===== src/rtl/spike_out_collector.sv =====
// Spike output collector: timestamps per-column spike pulses and round-robin serialises them into a FWFT event FIFO.
// Optional macro SPIKE_OUT_DROP_CNT_EN adds a saturating drop_count output.
module spike_out_collector #(
    parameter int NUM_COLS   = 2,
    parameter int TIME_WIDTH = 16,
    parameter int FIFO_DEPTH = 8,
    localparam int AW = (NUM_COLS > 1) ? $clog2(NUM_COLS) : 1,
    localparam int PW = $clog2(FIFO_DEPTH),
    localparam int LW = PW + 1,
    localparam int EW = AW + TIME_WIDTH
) (
    input  logic                  clk,
    input  logic                  reset_n,
    input  logic                  time_en,
    input  logic [NUM_COLS-1:0]   neuron_spike,
    output logic                  out_valid,
    input  logic                  out_ready,
    output logic [AW-1:0]         out_addr,
    output logic [TIME_WIDTH-1:0] out_time,
    output logic [LW-1:0]         fifo_level,
    output logic                  overflow,
    input  logic                  overflow_clr
`ifdef SPIKE_OUT_DROP_CNT_EN
    ,
    output logic [7:0]            drop_count
`endif
);

    function automatic logic [AW-1:0] rr_index(input logic [AW-1:0] base, input int offset);
        int sum;
        sum = int'(base) + offset;
        return (sum >= NUM_COLS) ? AW'(sum - NUM_COLS) : AW'(sum);
    endfunction

    function automatic logic [7:0] count_ones(input logic [NUM_COLS-1:0] v);
        logic [7:0] n;
        n = 8'd0;
        for (int i = 0; i < NUM_COLS; i++) begin
            n = n + {7'd0, v[i]};
        end
        return n;
    endfunction

    logic [TIME_WIDTH-1:0] r_time;
    logic [NUM_COLS-1:0]   r_pending;
    logic [TIME_WIDTH-1:0] r_stamp [NUM_COLS];
    logic [AW-1:0]         r_rr_ptr;
    logic [EW-1:0]         r_mem [FIFO_DEPTH];
    logic [PW-1:0]         r_wr_ptr;
    logic [PW-1:0]         r_rd_ptr;
    logic [LW-1:0]         r_level;
    logic                  r_out_valid;
    logic [AW-1:0]         r_out_addr;
    logic [TIME_WIDTH-1:0] r_out_time;
    logic                  r_overflow;

    logic                  w_pop;
    logic                  w_can_push;
    logic                  w_grant;
    logic [AW-1:0]         w_gidx;
    logic [NUM_COLS-1:0]   w_drop;
    logic [7:0]            w_ndrops;
    logic [EW-1:0]         w_push_data;
    logic [LW-1:0]         w_level_after_pop;
    logic [LW-1:0]         w_level_next;
    logic [PW-1:0]         w_rd_next;
    logic [EW-1:0]         w_head_next;

    // Round-robin grant: first pending column at or after the pointer, only when the FIFO can take a push.
    always_comb begin
        w_pop      = r_out_valid & out_ready;
        w_can_push = (r_level < LW'(FIFO_DEPTH)) | w_pop;
        w_grant    = 1'b0;
        w_gidx     = {AW{1'b0}};
        for (int k = 0; k < NUM_COLS; k++) begin
            w_gidx  = (!w_grant && w_can_push && r_pending[rr_index(r_rr_ptr, k)]) ?
                      rr_index(r_rr_ptr, k) : w_gidx;
            w_grant = w_grant | (w_can_push & r_pending[rr_index(r_rr_ptr, k)]);
        end
    end

    // A spike is lost when its column is still pending and is not being granted this cycle.
    always_comb begin
        w_drop = {NUM_COLS{1'b0}};
        for (int i = 0; i < NUM_COLS; i++) begin
            w_drop[i] = neuron_spike[i] & r_pending[i] & ~(w_grant & (w_gidx == AW'(i)));
        end
        w_ndrops = count_ones(w_drop);
    end

    // Next FIFO occupancy and next head entry for the registered FWFT outputs.
    always_comb begin
        w_push_data       = {w_gidx, r_stamp[w_gidx]};
        w_level_after_pop = r_level - LW'(w_pop);
        w_level_next      = w_level_after_pop + LW'(w_grant);
        w_rd_next         = r_rd_ptr + PW'(w_pop);
        if (w_level_after_pop == {LW{1'b0}}) begin
            w_head_next = w_grant ? w_push_data : {r_out_addr, r_out_time};
        end else begin
            w_head_next = r_mem[w_rd_next];
        end
    end

    // Free-running timestamp counter, wraps silently.
    always_ff @(posedge clk or negedge reset_n) begin
        if (!reset_n) begin
            r_time <= {TIME_WIDTH{1'b0}};
        end else if (time_en) begin
            r_time <= r_time + TIME_WIDTH'(1);
        end else begin
            r_time <= r_time;
        end
    end

    // Per-column capture; a fresh spike on a column being granted re-arms it with the new stamp.
    always_ff @(posedge clk or negedge reset_n) begin
        if (!reset_n) begin
            r_pending <= {NUM_COLS{1'b0}};
            r_rr_ptr  <= {AW{1'b0}};
            for (int i = 0; i < NUM_COLS; i++) begin
                r_stamp[i] <= {TIME_WIDTH{1'b0}};
            end
        end else begin
            for (int i = 0; i < NUM_COLS; i++) begin
                if (neuron_spike[i] && !w_drop[i]) begin
                    r_pending[i] <= 1'b1;
                    r_stamp[i]   <= r_time;
                end else if (w_grant && (w_gidx == AW'(i))) begin
                    r_pending[i] <= 1'b0;
                end else begin
                    r_pending[i] <= r_pending[i];
                end
            end
            if (w_grant) begin
                r_rr_ptr <= rr_index(w_gidx, 1);
            end else begin
                r_rr_ptr <= r_rr_ptr;
            end
        end
    end

    // Event FIFO storage, pointers and registered head outputs.
    always_ff @(posedge clk or negedge reset_n) begin
        if (!reset_n) begin
            r_wr_ptr    <= {PW{1'b0}};
            r_rd_ptr    <= {PW{1'b0}};
            r_level     <= {LW{1'b0}};
            r_out_valid <= 1'b0;
            r_out_addr  <= {AW{1'b0}};
            r_out_time  <= {TIME_WIDTH{1'b0}};
            for (int j = 0; j < FIFO_DEPTH; j++) begin
                r_mem[j] <= {EW{1'b0}};
            end
        end else begin
            if (w_grant) begin
                r_mem[r_wr_ptr] <= w_push_data;
                r_wr_ptr        <= r_wr_ptr + PW'(1);
            end else begin
                r_wr_ptr <= r_wr_ptr;
            end
            r_rd_ptr                 <= w_rd_next;
            r_level                  <= w_level_next;
            r_out_valid              <= (w_level_next != {LW{1'b0}});
            {r_out_addr, r_out_time} <= w_head_next;
        end
    end

    // Sticky loss flag; a drop in the clearing cycle wins.
    always_ff @(posedge clk or negedge reset_n) begin
        if (!reset_n) begin
            r_overflow <= 1'b0;
        end else if (|w_drop) begin
            r_overflow <= 1'b1;
        end else if (overflow_clr) begin
            r_overflow <= 1'b0;
        end else begin
            r_overflow <= r_overflow;
        end
    end

`ifdef SPIKE_OUT_DROP_CNT_EN
    logic [7:0] r_drop_cnt;
    logic [8:0] w_cnt_sum;

    assign w_cnt_sum = {1'b0, r_drop_cnt} + {1'b0, w_ndrops};

    // Saturating drop counter; clearing loads this cycle's drops so none are forgotten.
    always_ff @(posedge clk or negedge reset_n) begin
        if (!reset_n) begin
            r_drop_cnt <= 8'd0;
        end else if (overflow_clr) begin
            r_drop_cnt <= w_ndrops;
        end else begin
            r_drop_cnt <= w_cnt_sum[8] ? 8'hFF : w_cnt_sum[7:0];
        end
    end

    assign drop_count = r_drop_cnt;
`endif

    assign out_valid  = r_out_valid;
    assign out_addr   = r_out_addr;
    assign out_time   = r_out_time;
    assign fifo_level = r_level;
    assign overflow   = r_overflow;

endmodule


===== config.mk =====
export PLATFORM = sky130hd
export DESIGN_NAME = spike_out_collector
export DESIGN_NICKNAME = d
export VERILOG_FILES = /design/src/rtl/spike_out_collector.sv
export SDC_FILE = /design/constraint.sdc
export NUM_CORES = 1
export LEC_CHECK = 0
export CAP_MARGIN = 20
export CORE_MARGIN = 2
export CORE_UTILIZATION = 55
export DETAILED_ROUTE_END_ITERATION = 10
export PLACE_DENSITY = 0.79
export SLEW_MARGIN = 25
export SYNTH_ARGS = -nofsm -noshare
export SYNTH_HDL_FRONTEND = slang
export SYNTH_SLANG_ARGS = --single-unit

===== constraint.sdc =====
create_clock -name clk -period 2.38 [get_ports clk]
set_input_delay 0.595 -clock clk [delete_from_list [all_inputs] [get_ports clk]]
set_output_delay 0.595 -clock clk [all_outputs]
set_load 0.02 [all_outputs]

Word-level counts from Yosys, hierarchy flattened
Cells that the tools add are included.
Widths: inputs -> output; s select.

operators by class
  $add $sub $neg = 10
  magnitude comparators = 10
  equality and inequality tests = 1
  multiplexer cells = 26
  bitwise logic cells = 17
  reduce and logical (&&, ||, !) cells = 17

operators with widths
  kind                   number
  $bwmux 136             1
  $mux 17                5
  $bmux 17 s3            1
  $demux 17 s3           1
  $mux 16                3
  $add 16x1->16 const B  1
  $mux 1                 15
  $and 1x1->1            9
  $ge 4x4->1 const B     2
  $logic_and 1x1->1      8
  $not 3->4              2
  $ge 2x2->1 const B     3
  $reduce_bool 2->1      3
  $add 1x1->2 const B    2
  $add 4x1->4            1
  $logic_not 4->1        1
  $lt 1x2->1 const B     2
  $lt 4x1->1 const B     1
  $lt 4x4->1 const B     1
  $reduce_bool 4->1      1
  $sub 4x1->4            1
  $add 3x1->3            1
  $add 3x1->3 const B    1
  $logic_not 1->1        3
  other kinds (7)        12

word-level totals
  bits in registers = 216
  output and inout port bits = 23

Depth between registers and ports, before layout
Gate-level depths: netlist of the first run.

  word-level depth = 16
  depth in mapped cells = 12
  depth with buffers taken out = 9

Least setup slack after synthesis of the first run
OpenSTA, ideal clock, no wires.

  path type = input port to flip-flop
  from = input out_ready
  to = register r_out_valid, in the netlist out_valid
  arrival time = 2.328 ns
  required time = 2.250 ns
  setup slack = -0.078 ns
  cell stages on the path = 12
  path buffers = 3
  cells stage by stage = a21boi_1 -> buf_6 -> buf_2 -> or2_2 -> inv_1 -> buf_2 -> ha_1 -> ha_1 -> xnor2_1 -> xnor2_1 -> nor3_1 -> o21ai_0

between the ends
  cells in the longest elaborated chain, start to end = 6

ends and longest elaborated chain
  element               line  source
  from (decl)           17    input logic out_ready,
  $and 1x1->1 *         71    w_pop = r_out_valid & out_ready;
  $or 1x1->1 *          72    w_can_push = (r_level < LW'(FIFO_DEPTH)) | w_pop;
  $and 1x1->1           78    w_grant = w_grant | (w_can_push & r_pending[rr_index(r_rr_ptr, k)]);
  $or 1x1->1 *          78
  via w_grant           59    logic w_grant;
  $add 4x1->4 *         95    w_level_next = w_level_after_pop + LW'(w_grant);
  via w_level_next[2]   65    logic [LW-1:0] w_level_next;
  $reduce_bool 4->1 *   163   r_out_valid <= (w_level_next != {LW{1'b0}});
  to (signal assigned)  163
  to (decl)             52    logic r_out_valid;

Mark *: on every way through the listed nets, which the timed path passes. The rest lies on a longest branch.
A chain may end at the register's enable or synchronous reset.

Worst setup path in the final report of the first run
  from = input out_ready
  to = register r_out_time[13], in the netlist out_time[13]

RTL lines
  element                                     line  source
  $and 1x1->1                                 71
  $add 3x1->3                                 96    w_rd_next = r_rd_ptr + PW'(w_pop);
  via w_rd_next[0]                            66    logic [PW-1:0] w_rd_next;
  $not 3->4 (implied by the code)             100   w_head_next = r_mem[w_rd_next];
  $bmux 17 s3                                 100
  $mux 17 (implied by the code) (2 in a row)  100
  $mux 17                                     97    if (w_level_after_pop == {LW{1'b0}}) begin
  to (signal assigned)                        150   r_out_time <= {TIME_WIDTH{1'b0}};
  to (signal assigned)                        164   {r_out_addr, r_out_time} <= w_head_next;
  to (decl)                                   54    logic [TIME_WIDTH-1:0] r_out_time;

The timed path passes the listed nets, and every way through them passes these cells. The select of a mux whose other input is x is not followed.

==> results of run 1 <==
==> where the power goes <==
group / internal [uW] / leakage, uW / switching [uW] / total (uW)
clock: 2030 / 0.000346 / 1350 / 3380
sequential: 5080 / 0.00266 / 1030 / 6110
combinational: 4230 / 0.00188 / 4150 / 8380
total: 11300 / 0.00489 / 6540 / 17900
==> registers in the layout, indices dropped and copies added (netlist names) <==
signal / cells
fifo_level: 4
out_addr: 1
out_time: 16
out_valid: 1
overflow: 1
r_mem: 136
r_pending: 2
r_rd_ptr: 3
r_rr_ptr: 1
r_stamp: 32
r_time: 16
r_wr_ptr: 3
==> per-stage QoR <==
step | area [sq um] | power [uW]
after detailed placement | 10810 | 14440
after CTS | 11510 | 17950
after global placement | 10810 | 14140
final | 11510 | 17870
after floorplan | 9792 | 11620
after global routing | 11510 | 18940
==> worst min path at each step <==
stage	startpoint	endpoint	slack [ps]	cells past startpoint
final	reset_n	r_mem[17]	70	1
after global routing	reset_n	r_mem[17]	100	1
after CTS	reset_n	r_mem[17]	80	1
after detailed placement	r_mem[39]	r_mem[39]	460	2
after global placement	r_mem[39]	r_mem[39]	460	2
after floorplan	reset_n	fifo_level[0]	300	0
==> per-layer routing <==
| metal | wire, um | vias to the layer above | global-route usage [%] |
|---|---|---|---|
| met5 | 0 | - | 0 |
| met4 | 438 | 0 | 7.847 |
| met3 | 1156 | 35 | 3.937 |
| met2 | 11190 | 173 | 42.92 |
| met1 | 9413 | 3312 | 32.84 |
| li1 | - | 2960 | - |
==> cell families after synthesis <==
group	after synthesis	synth area share, %
flops	216	55.24
simple gates	193	8.937
compound gates	173	10.36
mux	123	19.47
buf+inv	60	2.928
xor+xnor	22	2.046
fa+ha+maj	8	1.023
==> area by class of cell <==
cell class	instances	area, sq um
fillers	1172	5842
flip-flops and latches	216	5405
multi-input cells	519	4148
repair buffers	84	944.7
clock buffers	35	670.6
well taps	225	281.5
clock inverters	2	35.03
inverters	8	30.03
==> cells in the final DEF (no fill, tap or decap), types with 16 or more instances in the layout <==
cell type	count
buf_12	19
nor2_1	86
buf_4	36
mux2_2	39
o32a_1	16
clkbuf_16	23
o21ai_0	47
mux2i_4	16
a21oi_1	77
clkdlybuf4s50_1	28
nand2_1	66
xnor2_1	17
dfrtp_1	216
mux4_2	34
mux2i_1	34
o22ai_1	16
==> synthesized netlist by cell type (16+ instances only) <==
cell,number,area [sq um]
xnor2_1,17,148.9
mux2_2,39,439.2
clkbuf_1,23,86.33
dfrtp_1,216,5405
o22ai_1,16,100.1
nand2_1,66,247.7
nor2_1,86,322.8
mux4_2,34,765.7
buf_2,22,110.1
mux2i_1,34,340.3
a21oi_1,77,385.4
mux2i_4,16,360.4
o21ai_0,47,235.2
o32a_1,16,160.2
==> worst max-delay path, stage by stage <==
cell and delay [ps]:
clkdlybuf4s50_1 450, and2_1 180, ha_2 390, buf_12 220, mux4_2 540, mux2i_1 180, mux2i_1 110
==> metrics list, run 1 <==
- CTS clock-pin slew for the worst setup and hold paths: ~60 ps
* Drt via density: a little under 6
* Number of remaining DRC errors: 0
- Ports: 30
- Setup slack on the critical path of the routed design comes to just under 80 ps.
* Start-to-end type of the worst setup path: in2reg
* First-pass GRT wire length: between 30,000 and 40,000 um
- Number of distinct library cells after synthesis: 46
- Critical path launch point: out_ready
- Across all layers, the routed design uses between 6,000 and 7,000 vias.
* Worst hold path type: in2async
- CTS root buf: clkbuf_16
- Global-route total usage across every layer: about a quarter
- Biggest fanout along the worst timing path: 22
* Post-placement setup slack: -391.6 ps
- Worst-case hold slack: 68.88 ps
* H-tree level count: 1
- Fraction of layout cells with a size suffix above 1: a little under a quarter
* Result of the run: complete, no violations
- The die covers 18,870 sq um.
- Hold Vio Cnt, Final: 0
- Gate count of the mapped netlist: slightly below 800
* Final #Nets: 867
- Buffers inserted to repair hold after CTS numbered 0.
* Pins over their slew limit: 0
* Most frequently used flop master after synthesis: dfrtp_1
- The startpoint identified for the worst register-to-register timing path is out_valid.
- Count of placed standard cells in the final layout, fillers left out: between 1,000 and 1,500
- Setup total negative slack: 0 ps
- Starting density of the core: between 50% and 60%
- Register bit total from synthesis: roughly 220
- Total clock buffers created by CTS: 23
- The worst pin sits at a relative slew slack of 37.95%.
- Count of port buffers added during placement: 29
- The congestion estimate from routability-driven global placement came to 0.8206.
- From bottom edge to top edge, the die measures 137.4 um.
- In this run, synthesis inferred 0 flip-flops with an integrated enable.
- The critical path ends at out_time[13].
* Chip width: 137.4 um
- Between clock sinks in the finished design, the worst skew comes to about 7.4 ps.
* Number of optimization iterations in the first detailed-route pass: 5
- At the worst endpoint, the required time is roughly 2800 ps.
- Routed Antenna Nets: 0
* Wire length per cell: slightly above 20 um
* Antenna Cells: 0
* Routed wire length: 22,200 um
- Post-layout util: approximately two thirds
* Number of antenna violations at the first check in global routing: 0
- The tool flagged a number of max-cap violations equal to 0.
- TritonCTS built the clock tree.
* Maximum clock path buffer count: 3
* Post-CTS setup buffers: 0
* GRT Residual Overflow: 0
* Max Fclk: 434.2 MHz
- Insertion delay to the later sink of the worst-skew pair: approximately 500 ps
- Worst Reg2Reg Path Length in Cells: 6
- Largest net degree at the start of global routing: 57
* Number of cells upsized or downsized after cts: 0
- Dividing total power by cell area gives a power density of around 1600 nW/um^2.
- Across the VDD grid, the largest voltage drop is 0.001026 V.
- The number of nets handed over by synthesis was 810.
- Synth-to-Final Area Change: 17.67%
* Vias in the first global route: slightly below 7,000
- The synthesized netlist occupies a cell area of 9786 sq um.
- Of the synthesized area, sequential elements account for between 50% and 60%.
- Number of rows in the core area: 48
- Yosys printed 0 warnings.
- RSZ-0062 raised after global routing: false
* Clock sink total: approximately 220
* Pleak: slightly below 0.005 uW
- The floorplan step defined a core boundary enclosing 17,360 sq um.
* Mapped Avg Cell Area: roughly 12 sq um
- The worst path needs between 2000 and 2500 ps of the cycle, external delays included.
- After legalization and detailed placement, the total HPWL measured around 15,000 um.
- For flop-to-flop paths, the worst setup slack is roughly 170 ps.
* Number of failing setup endpoints in the final timing report: 0
- STA puts the critical path data arrival time at roughly 2700 ps.
- Counting flops with an async set or reset pin after synthesis yields a share of between 90% and 100%.
* Worst setup SP type: input port
* First-iteration detailed-routing DRC count: approximately 500
- Nature of the critical path endpoint: flop
* Placed cells: around 1,100
* Period Utilization, post-route: ~97%
- In this run the critical register-to-register path is captured at out_time[13].
- For the pin with the worst max-slew slack, the measured transition is between 900 and 1000 ps.
Note: power is estimated with default switching activity, not from simulation.
==> inputs of run 2 (changes only) <==
Settings changed: ABC_AREA from default to 1, CORE_MARGIN 2 to default, CORE_UTILIZATION 55 to 56, PLACE_DENSITY 0.79 to 0.8.
==> metrics list, run 2 <==
- Number of failing setup endpoints in the final timing report: 0
- The first TritonRoute pass finished after 5 iterations.
- Of the total synthesized cell area, the portion taken by full adders, half adders and majority gates is about 1.0%.
- STA classifies the critical path startpoint as a flop.
- Number of cells upsized or downsized after cts: 0
- Number of rows in the core area: 48
- Floorplan Core Area: between 15,000 and 20,000 sq um
- Critical register-to-register path endpoint: out_time[2]
- Sequential elements use between 50% and 60% of the synthesized area.
- Summed over all instances, the cell type with the most area after synthesis is dfrtp_1.
- Wire length per cell: 16.55 um
- After layout, the minimum clock period comes to between 2000 and 2500 ps.
* Placed instance area: 10,810 sq um
- Synth async-reset ratio: between 90% and 100%
* Power after layout: roughly 18,000 uW
- The number of antenna violations at the first check in global routing was 0.
- After routing the design area is 11,590 sq um.
- Pwr/cell area: 1526 nW/um^2
* Worst slew margin: 65.63%
- The number of nets in the synthesized netlist is ~1,200.
- The library cell used most frequently in the layout, excluding fill and tap cells, is nand2_1.
- In the layout the commonest cells are 493 x nand2_1, 216 x dfrtp_1, 126 x o21ai_0.
- Ranked by total cell area, the synthesized netlist is headed by dfrtp_1 54%, nand2_1 18%, o21ai_0 6.3%, nand3_1 3.2%, o21ai_1 2.4%.
- The netlist uses 35 different library cells.
* Vias in the first global route: approximately 8,000
* Biggest fanout along the worst timing path: 2
- Post-CTS setup buffers: 0
* Stage delay of the slowest cell on the critical path: between 600 and 700 ps
- Combinational family with the most area after synthesis: simple AND/OR/NAND/NOR gates
- In this run, synthesis inferred 0 flip-flops with an integrated enable.
- Gate count of the mapped netlist: ~1,200
- GRT Residual Overflow: 0
- Antenna Cells: 0
* Pleak: roughly 0.0057 uW
- Entering global routing, the biggest net connects 60 pins.
- By count the netlist is led by 493 x nand2_1, 216 x dfrtp_1, 126 x o21ai_0.
* Max_cap viols: 0
- Multiplexer share of the synthesized area: 0%
- Nature of the critical path endpoint: output port
- Pins over their slew limit: 0
- Of the post-synthesis cell area, the dominant cell type holds ~54%.
- After clock tree synthesis, the clock-pin slew on the worst setup and hold paths is approximately 60 ps.
- Result of the run: complete, no violations
- Routability-driven placement finished with a final weighted congestion of 0.8043.
- Mapped Avg Cell Area: slightly above 8 sq um
- Walking the worst path, the cells encountered are clkdlybuf4s50_1.
* CTS root buf: clkbuf_16
- Insertion delay to the later sink of the worst-skew pair: slightly above 500 ps
- Synth-to-Final Area Change: 15.78%
- Counting both buffers and inverters, the worst setup path holds a total of 1.
- The first global-routing pass estimated 40,630 um of wire.
- Max Fclk: around 450 MHz
* Slowest stage cell on the critical path: clkdlybuf4s50_1
- Setup repair after global routing left no endpoint under its margin.
- Hold is met by just over 60 ps.
* Number of remaining DRC errors: 0
- The path class of the tightest hold or removal check is in2async.
- Starting density of the core: approximately 58%
* Synth Area in Compound Gates: 11.07%
* Start-to-end type of the worst setup path: reg2out
- During synthesis, Yosys emitted a total of 0 warnings.
* Clock Skews: roughly 14 ps
* Worst flop-to-flop path startpoint: out_valid
- In this run the remaining antenna-violating nets after routing total 0.
* Routed wire length: 24,550 um
- The register with the most flip-flops in the final layout is r_mem.
* Clock sink total: 216
* Data required time of the worst path: approximately 1800 ps
* XOR/XNOR Fraction of Synth Area: between 1.5 and 2%
- Post-layout util: between 60% and 70%
- The die is ~140 um wide.
- In the final design database the tool counted 1,257 nets.
* Count of port buffers added during placement: 29
- First-iteration detailed-routing DRC count: a little under 900
- Of the total synthesized cell area, the portion taken by AND, OR, NAND and NOR gates is 26.22%.
- The post-route netlist has between 10% and 20% of its cells at a drive strength greater than 1.
- Total clock buffers created by CTS: 24
- Sum of net half-perimeters after detailed placement: 14,930 um
- Most frequently used flop master after synthesis: dfrtp_1
- Largest register FFs: between 100 and 150
- The largest registers in the layout are r_mem (136), r_stamp (32).
- The die covers ~18,000 sq um.
- Counting along the longest clock path gives a buffer depth of 3.
- nand2_1 is the most common cell in the netlist.
* Actual transition at the worst max-transition pin: approximately 520 ps
- Via count: around 8,300
- Dividing the detail-routed via count by the number of cells gives roughly 5.6.
- Measured along the y axis, the die boundary spans 135.7 um.
* Hold-fix buffer count after cts: 0
- Global-route total usage across every layer: 28.07%
* Worst Reg2Reg Path Length in Cells: 9
- Across the VDD grid, the largest voltage drop is 0.001230 V.
- The hold violation count in the final report came to 0.
- Synthesis inferred roughly 220 register bits.
- Period Utilization, post-route: around 93%
- The kind of cell with the highest combined delay along the critical path is buffers and inverters.
- H-tree level count: 1
* Ports: 30
* Setup slack of the worst register-to-register path: approximately 470 ps
* WP data arrival: 1620 ps
- In this run the cell area of the synthesized design comes to ~10,000 sq um.
- TritonCTS clock tree: yes
## run 2: cell types whose count changed after synthesis, sizes merged, moves of 27 or more
cell   change
nand3     +59
nor2      -53
buf       +27
a21oi     -64
nand2    +444
o21ai    +134
inv       +51
mux2      -39
mux2i     -50
mux4      -34
## run 2: layer usage
metal | up-vias | GRT usage (%) | wire, um
met3 | 49 | 3.928 | 1755
li1 | 3944 | - | -
met2 | 319 | 47.22 | 11880
met1 | 3953 | 37.96 | 10380
met4 | 0 | 7.928 | 535
met5 | - | 0 | 0
## run 2: layout make-up
type / count / area, sq um
tap: 225 / 281.5
inverter: 60 / 227.7
timing repair buffer: 75 / 889.6
clock inverter: 8 / 71.32
sequential: 216 / 5405
clock buffer: 34 / 709.4
fill: 1302 / 5771
multi-input combinational: 865 / 4001
## run 2: kinds of logic after synthesis
logic type / count (synthesis)
AOI/OAI and AO/OA: 208
xor gates and xnor gates: 17
adders and majority gates: 8
buffers and inverters: 125
DFF: 216
and+or+nand+nor: 632
## run 2: through the flow
stage	TNS (ps)	std cells	worst slack, ps
4_1_cts	0	1483	175.7
2_1_floorplan	0	1206	204.2
3_3_place_gp	-1087	1441	-90.87
3_5_place_dp	-2014	1441	-127.7
6_report	0	1483	168.9
5_1_grt	0	1483	164.9
## run 2: worst max-delay path by stage
stage           startpoint     endpoint  slack, ps  cells after the start
2_1_floorplan    out_ready  out_time[0]        200                     11
3_3_place_gp     out_ready  out_time[2]        -90                     12
3_5_place_dp     out_ready  out_time[0]       -130                     12
4_1_cts        out_time[4]  out_time[4]        180                      1
5_1_grt        out_time[4]  out_time[4]        160                      1
6_report       out_time[4]  out_time[4]        170                      1
## run 2: power by group
group	internal [uW]	switching, uW
Sequential	5100	908
Combinational	2930	5100
Clock	2180	1460
==> inputs of run 3 (changes only) <==
Settings changed: GPL_ROUTABILITY_DRIVEN from default to 0.
==> results of run 3 <==
Final layout, timing and power as in run 2 (identical DEF).
